<file path="src/rtl/dsp_delay_line.sv">
// dsp_delay_line: runtime-selectable 0..MAX_DEPTH register delay line with valid tag and drain-before-retime
// Optional feature macro: DSP_DELAY_LINE_OCC_EN (registered occupancy count on occ; occ tied to 0 otherwise).
// Ports:
//   clk, rst      rising-edge clock, asynchronous active-high reset
//   ce            clock enable for stage data and valid bits
//   flush         synchronous clear of all valid bits (data kept), independent of ce
//   depth_sel     requested latency, clamped to MAX_DEPTH
//   in_data/in_valid/in_ready   input sample, qualifier, acceptance
//   out_data/out_valid          delayed sample and qualifier
//   depth_err     sticky: depth_sel > MAX_DEPTH was seen
//   occ           valid count in active stages (0 unless DSP_DELAY_LINE_OCC_EN)
module dsp_delay_line #(
    parameter int WIDTH = 18,
    parameter int MAX_DEPTH = 4,
    parameter int RST_DEPTH = 1,
    localparam int DW = $clog2(MAX_DEPTH + 1)
) (
    input  logic             clk,
    input  logic             rst,
    input  logic             ce,
    input  logic             flush,
    input  logic [DW-1:0]    depth_sel,
    input  logic [WIDTH-1:0] in_data,
    input  logic             in_valid,
    output logic             in_ready,
    output logic [WIDTH-1:0] out_data,
    output logic             out_valid,
    output logic             depth_err,
    output logic [DW-1:0]    occ
);
    localparam logic [DW-1:0] MAX_D = DW'(MAX_DEPTH);
    localparam logic [DW-1:0] RST_D = DW'(RST_DEPTH);
    typedef enum logic {RUN, DRAIN} state_t;
    state_t state, state_n;
    logic [DW-1:0] depth_q, depth_c, depth_n;
    logic [WIDTH-1:0] data [MAX_DEPTH];
    logic [MAX_DEPTH-1:0] v, v_n, act;
    logic empty, swap;
    assign depth_c = (depth_sel > MAX_D) ? MAX_D : depth_sel;
    assign in_ready = (state == RUN) && (depth_c == depth_q);
    assign empty = (v & act) == '0;
    // the new depth is adopted only once the active stages hold nothing valid
    assign swap = (state == DRAIN) && (empty || flush);
    assign depth_n = swap ? depth_c : depth_q;
    always_comb begin
        act = '0;
        for (int k = 0; k < MAX_DEPTH; k++) act[k] = DW'(k) < depth_q;
    end
    always_comb begin
        v_n = v;
        if (flush) v_n = '0;
        else if (ce) begin
            v_n[0] = in_valid & in_ready;
            for (int k = 1; k < MAX_DEPTH; k++) v_n[k] = v[k-1];
        end
    end
    always_ff @(posedge clk or posedge rst) begin
        if (rst) begin
            for (int k = 0; k < MAX_DEPTH; k++) data[k] <= '0;
        end else if (ce) begin
            data[0] <= in_data;
            for (int k = 1; k < MAX_DEPTH; k++) data[k] <= data[k-1];
        end
    end
    always_ff @(posedge clk or posedge rst) begin
        if (rst) begin
            state     <= RUN;
            depth_q   <= RST_D;
            v         <= '0;
            depth_err <= 1'b0;
        end else begin
            state     <= state_n;
            depth_q   <= depth_n;
            v         <= v_n;
            depth_err <= depth_err | (depth_sel > MAX_D);
        end
    end
    always_comb state_n = (state == RUN) ? ((depth_c != depth_q) ? DRAIN : RUN) : (swap ? RUN : DRAIN);
    // depth 0 is a combinational bypass; rst masks it so nothing is seen as valid during reset
    always_comb begin
        out_data  = in_data;
        out_valid = in_valid & in_ready & ~rst;
        for (int k = 0; k < MAX_DEPTH; k++) begin
            if (depth_q == DW'(k + 1)) begin
                out_data  = data[k];
                out_valid = v[k];
            end
        end
    end
`ifdef DSP_DELAY_LINE_OCC_EN
    logic [DW-1:0] occ_q, occ_n;
    // counts the post-edge valid bits against the post-edge depth so occ tracks v on the same edge
    always_comb begin
        occ_n = '0;
        for (int k = 0; k < MAX_DEPTH; k++) occ_n = occ_n + DW'(v_n[k] && (DW'(k) < depth_n));
    end
    always_ff @(posedge clk or posedge rst) begin
        if (rst) occ_q <= '0;
        else occ_q <= occ_n;
    end
    assign occ = occ_q;
`else
    assign occ = '0;
`endif
endmodule

</file>
<file path="config.mk">
export PLATFORM = sky130hd
export DESIGN_NAME = dsp_delay_line
export DESIGN_NICKNAME = d
export VERILOG_FILES = /design/src/rtl/dsp_delay_line.sv
export SDC_FILE = /design/constraint.sdc
export NUM_CORES = 1
export LEC_CHECK = 0
export ABC_AREA = 0
export CORE_ASPECT_RATIO = 1.75
export CORE_UTILIZATION = 59
export DETAILED_ROUTE_END_ITERATION = 12
export PLACE_DENSITY_LB_ADDON = 0.08
export SLEW_MARGIN = 40
export SYNTH_ARGS = -nofsm -noshare
export SYNTH_HDL_FRONTEND = slang
export SYNTH_SLANG_ARGS = --single-unit
</file>
<file path="constraint.sdc">
create_clock -name clk -period 4.9 [get_ports clk]
set_clock_uncertainty 0.05 [all_clocks]
set_input_delay 0.735 -clock clk [delete_from_list [all_inputs] [get_ports clk]]
set_output_delay 0.735 -clock clk [all_outputs]
set_load 0.02 [all_outputs]
</file>
==> metrics.txt, run 1 <==
status=complete, no violations; crit-path max cell delay=860 ps; vias in the first global route=2,889; Final Cycle Share=76.7%; Util after Layout=72.5%; Seq cells post-synth=81; Max-Cap Viols=0; Area Overhead vs Synth=18.4%; Clk pin slew, worst setup/hold paths=about 50 ps; Syn Area/Cell=12.2 µm²; Longest Clk Path Bufs=2; worst hold path class=flip-flop to flip-flop; RR Startpoint=depth_q[2]; Die Height=111 µm; Final Setup Violations=0; FP Rows=39; most common cell in the netlist=dfrtp_1; crit path DAT=2980 ps; minimum clock period=roughly 3800 ps; IO buf count=between 40 and 50; Final HPWL DP=5340 µm; Post-synth top flop=dfrtp_1; vias per cell=6.14; fmax=266 MHz; PostCTS Resize Cnt=0; Post-synth EDFFs=0; Sw Ratio=~37%; clk sink count=81; Syn Inst Count=330; Initial Utilization=61.2%; Synth cell types=39; final net count=395; Power Total=2.93 mW; post-synth design cell area=between 4000 and 5000 µm²; Pleak=1.99 nW; register area share after synthesis=between 50% and 60%; Synth area leaders=dfrtp_1 (50%), mux2_2 (11%), mux2_1 (10%), mux2i_1 (3.2%), nand2_1 (2.0%); critical path's slowest cell=dfrtp_1; Setup crit start=depth_q[2]; Routed WL per cell=18.2 µm; Slew @ Worst Pin=800 ps; worst-path fanout max=23; Clk pwr share=22.1%; crit-path cells=nor2b_1 -> a221oi_1 -> o21ai_1 -> clkdlybuf4s50_1; unrepaired setup endpoints after global routing=false; CTS tree=done; routed vias=2,802; area leader, netlist=dfrtp_1; drt first pass iters=4; slew margin rel.=roughly 47%; Critical Path RT=slightly above 4000 ps; clk_lat worst skew=approximately 330 ps; # hold bufs at CTS=0; initial DRC count=roughly 250; Yosys top cell area share=49.6%; Final TNS setup=0 ps; share of layout cells above drive strength 1=19.0%; setup bufs post-CTS=0; CTS root buf=clkbuf_16; Routed Antenna Nets=0; first-pass GRT wire length=13,700 µm; post-route DRC violation count=0; sequential share of power=32.6%; Yosys Warn Count=0; Switch Pwr=roughly 1.1 mW; IR drop worst, VDD=430 µV; initial antenna violation count=0; Post-synth top cells=dfrtp_1 (80), mux2_2 (41), mux2_1 (36), nand2_1 (22), nor2_1 (15); Final GP Congestion=0.773; die area=7180 µm²; CP endpoint kind=output pin; maximum number of pins on one net before global-route repair=82; die width=64.5 µm; CP Launch Type=flip-flop; cts bufs inserted=9; Slew Viols, Final=0; ant diodes=0; final hold vios=0; H-tree levels=3; R2R setup slack=3080 ps; hold_sp=depth_err; gr ovfl total=0; I/O pin cnt=50; async set-or-reset flop fraction in the synthesized netlist=100%; combinational share of power=45.3%; CP Class=flip-flop to output pin; Pint=1.84 mW; Post-Route WL=8280 µm; GRT Total Usage=25.2%; pwr dens=613 nW/µm²; core area=6590 µm²
==> routing by layer <==
metal	wire [µm]	vias to the layer above	global-route usage (%)
met5	0	-	0
met4	224	0	12.9
met3	292	20	4.61
met2	4350	81	42.8
met1	3420	1406	29.9
li1	-	1295	-
==> worst paths after layout <==
| kind | endpoint | cells after the start |
|---|---|---|
| hold reg to reg | depth_err | 1 |
| hold / removal | depth_err | 1 |
| setup reg to reg | depth_q[1] | 4 |
| max in group asynchronous | data[38] | 3 |
| min in group asynchronous | v[1] | 3 |
| setup / recovery | out_data[8] | 4 |
==> registers in the layout (all words and copies together), names as in the netlist <==
| register | cells |
|---|---|
| data | 72 |
| depth_q | 3 |
| depth_err | 1 |
| state | 1 |
| v | 4 |
==> cells in the final DEF (no fill, tap or decap), types with 8 or more instances in the layout <==
| cell type | netlist | final |
|---|---|---|
| dfrtp_1 | 80 | 80 |
| clkdlybuf4s50_1 | 0 | 45 |
| mux2_2 | 41 | 41 |
| mux2_1 | 36 | 36 |
| nand2_1 | 22 | 22 |
| nor2_1 | 15 | 15 |
| mux2i_1 | 13 | 13 |
| a21oi_1 | 12 | 12 |
| clkbuf_16 | 0 | 9 |
| a221oi_1 | 8 | 8 |
| o21ai_0 | 8 | 8 |
==> per-stage QoR <==
stage	cell area, µm²	std cells	setup slack (ps)	hold WS (ps)
6_report	4770	456	1140	414
5_1_grt	4770	456	996	444
4_1_cts	4770	456	1170	422
3_5_place_dp	4480	440	1510	407
3_3_place_gp	4470	440	1540	402
2_1_floorplan	4040	332	1090	425
==> cell type report <==
cell class | instances | area, µm²
sequential | 81 | 2030
multi-input combinational | 221 | 1820
inverter | 3 | 12.5
tap | 82 | 103
clock buffer | 14 | 284
timing repair buffer | 53 | 514
fill | 476 | 1810
clock inverter | 2 | 10.0
==> power groups by stage <==
stage / Clock [mW] / Sequential, mW / Combinational [mW]
after floorplan: 0 / 0.861 / 0.972
final: 0.646 / 0.954 / 1.33
after CTS: 0.661 / 0.951 / 1.34
after detailed placement: 0 / 0.962 / 1.33
after global routing: 0.681 / 0.974 / 1.42
after global placement: 0 / 0.952 / 1.31
==> critical path, delay by kind of cell, from the launching register on <==
| family | cells | cell delay, ps |
|---|---|---|
| DFF | 1 | 860 |
| buffers and inverters | 1 | 660 |
| and+or+nand+nor | 1 | 640 |
| AOI/OAI and AO/OA | 2 | 480 |
==> kinds of logic (layout without fill, tap and decap cells) <==
family	count (synthesis)	after routing	synth area share [%]
AOI/OAI and AO/OA	74	74	13.6
xor gates and xnor gates	3	3	0.651
buffers and inverters	30	72	4.71
DFF	81	81	50.3
muxes	90	90	24.7
other	1	3	0.0930
and+or+nand+nor	51	51	5.99
Power figures use the tool's default switching activity.
==> run 2, diff against run 1 <==
--- a/config.mk
+++ b/config.mk
@@ -7,7 +7,7 @@
 export LEC_CHECK = 0
 export ABC_AREA = 0
 export CORE_ASPECT_RATIO = 1.75
-export CORE_UTILIZATION = 59
+export CORE_UTILIZATION = 50
 export DETAILED_ROUTE_END_ITERATION = 12
 export PLACE_DENSITY_LB_ADDON = 0.08
 export SLEW_MARGIN = 40
==> constraint.sdc (replaced) <==
create_clock -name clk -period 3.04 [get_ports clk]
set_clock_uncertainty 0.05 [all_clocks]
set_input_delay 0.456 -clock clk [delete_from_list [all_inputs] [get_ports clk]]
set_output_delay 0.456 -clock clk [all_outputs]
set_load 0.02 [all_outputs]
==> run 2 against run 1 <==
Effect of this change: first-iteration DRC count fell by 46%; total power rose by 65%; critical path type unchanged; critical endpoint is now out_data[11]; register-to-register slack got worse by 1600 ps.
==> metrics.txt, run 2 (synthesis results as in run 1) <==
crit-path max cell delay=610 ps (-250 ps); CP Launch Type=flip-flop; vias per cell=5.84 (-4.9%); I/O pin cnt=50 (unchanged); Area Overhead vs Synth=20.5%; Initial Utilization=51.4% (-9.9 points); clk sink count=81 (unchanged); clk_lat worst skew=330 ps (about the same); Slew @ Worst Pin=715 ps (-84.3 ps); CTS root buf=clkbuf_16; Sw Ratio=36.2% (-0.92 points); worst hold path class=flip-flop to flip-flop; status=complete, no violations; IO buf count=46 (unchanged); Final GP Congestion=0.740 (-4.2%); IR drop worst, VDD=507 µV (+18%); die width=69.9 µm (+8.4%); routed vias=2,751 (-1.8%); share of layout cells above drive strength 1=20.7% (+1.8 points); dpl cells=456 (+3.6%); Final Cycle Share=a little over nine tenths; Regs by FF count=data x72, v x4, depth_q x3; Switch Pwr=1.75 mW (+61%); R2R setup slack=1460 ps (-1620 ps); Routed Antenna Nets=0 (unchanged); maximum number of pins on one net before global-route repair=82 (unchanged); cts bufs inserted=9 (unchanged); worst setup margin=171 ps (-969 ps); PostCTS Resize Cnt=0 (unchanged); critical path's slowest cell=clkdlybuf4s50_1; Clk pwr share=22.1% (about the same); Pleak=2.03 nW (+2.0%); ant diodes=0 (unchanged); combinational share of power=48.4% (+3.1 points); unrepaired setup endpoints after global routing=false; FP Rows=43 (+10%); drt first pass iters=4 (unchanged); CP endpoint kind=output pin; Routed WL per cell=16.9 µm (-6.9%); CP Class=flip-flop to output pin; crit path buf inv count=2 (+1); Final HPWL DP=5260 µm (-1.4%); Non-Filler Instances=471 (+3.3%); WHS=421 ps (+6.33 ps); pwr dens=996 nW/µm² (+62%); post-route DRC violation count=0 (unchanged); Max-Cap Viols=0 (unchanged); Clk pin slew, worst setup/hold paths=50 ps (about the same); core area=7860 µm² (+19%); final net count=403 (+2.0%); vias in the first global route=2,783 (-3.7%); gr ovfl total=0 (unchanged); # hold bufs at CTS=0 (unchanged); setup bufs post-CTS=0 (unchanged); Slew Viols, Final=0 (unchanged); Critical Path RT=2530 ps (-1590 ps); delay-heaviest family, CP=buffers and inverters; first-pass GRT wire length=13,400 µm (-2.6%); fmax=349 MHz; crit-path cells=buf_4 -> nand2b_2 -> a2bb2oi_1 -> o22ai_1 -> nor2_1 -> clkdlybuf4s50_1; GRT Total Usage=20.3% (-4.9 points); pre-CTS setup slack=293 ps (-1220 ps); Largest Register=data; Longest Clk Path Bufs=2 (unchanged); crit path DAT=2360 ps (-620 ps); commonest non-fill, non-tap cell in the layout=dfrtp_1; H-tree levels=3 (unchanged); final hold vios=0 (unchanged); die area=8440 µm² (+18%); Final TNS setup=0 ps (unchanged); minimum clock period=2870 ps; Post-Route WL=7960 µm (-3.9%); initial antenna violation count=0 (unchanged); slew margin rel.=52.3% (+5.6 points); most frequent cells in the layout=dfrtp_1 (80), clkdlybuf4s50_1 (45), mux2_2 (41); sequential share of power=29.5% (-3.1 points); max reg flops=72 (unchanged); Pint=3.09 mW (+68%); Die Height=121 µm (+8.5%); initial DRC count=134 (-46%); CTS tree=done; worst-path fanout max=13 (-43%); Final Setup Violations=0 (unchanged)
-- run 2: final timing paths --
check | end | from | depth (start not counted)
max in group asynchronous | data[15] | rst | 3
min | depth_err | depth_err | 1
min in group asynchronous | data[10] | rst | 3
min reg2reg | depth_err | depth_err | 1
max reg2reg | depth_q[1] | depth_q[0] | 5
max | out_data[11] | depth_q[0] | 6
-- run 2: power by group through the flow --
stage | clock network, mW | registers, mW | logic, mW
finish | 1.07 | 1.43 | 2.34
global route | 1.14 | 1.46 | 2.52
CTS | 1.10 | 1.43 | 2.36
floorplan | 0 | 1.39 | 1.57
global placement | 0 | 1.44 | 2.34
detailed placement | 0 | 1.45 | 2.35
-- run 2: layout make-up --
class / count / area [µm²]
inverter: 3 / 15.0
clock buffer: 12 / 256
timing repair buffer: 61 / 584
tap: 90 / 113
sequential: 81 / 2030
clock inverter: 3 / 40.0
fill: 655 / 2990
multi-input combinational: 221 / 1830
-- run 2: metrics by stage --
stage	instance area [µm²]	power (mW)	utilization [%]
finish	4860	4.84	61.9
global route	4860	5.12	61.9
CTS	4860	4.89	61.9
detailed placement	4560	3.80	58.1
global placement	4560	3.78	58.0
floorplan	4050	2.96	-
-- run 2: worst register-to-register path, stage by stage (launching register included) --
cell	delay [ps]
dfstp_2	590
buf_4	220
nor2_1	70
nand3_1	90
nand3_2	110
mux2_1	330
-- run 2: per-layer routing --
| metal | track usage, % | wire [µm] | up-vias |
|---|---|---|---|
| met4 | 9.38 | 197 | 0 |
| li1 | - | - | 1305 |
| met2 | 32.6 | 3930 | 61 |
| met1 | 26.6 | 3550 | 1369 |
| met5 | 0 | 0 | - |
| met3 | 3.58 | 284 | 16 |
==> run 3, diff against run 2 <==
--- a/config.mk
+++ b/config.mk
@@ -6,6 +6,7 @@
 export NUM_CORES = 1
 export LEC_CHECK = 0
 export ABC_AREA = 0
+export CAP_MARGIN = 5
 export CORE_ASPECT_RATIO = 1.75
 export CORE_UTILIZATION = 50
 export DETAILED_ROUTE_END_ITERATION = 12
==> results of run 3 <==
Same layout as run 2: the final DEF is identical, and so are final timing and power.
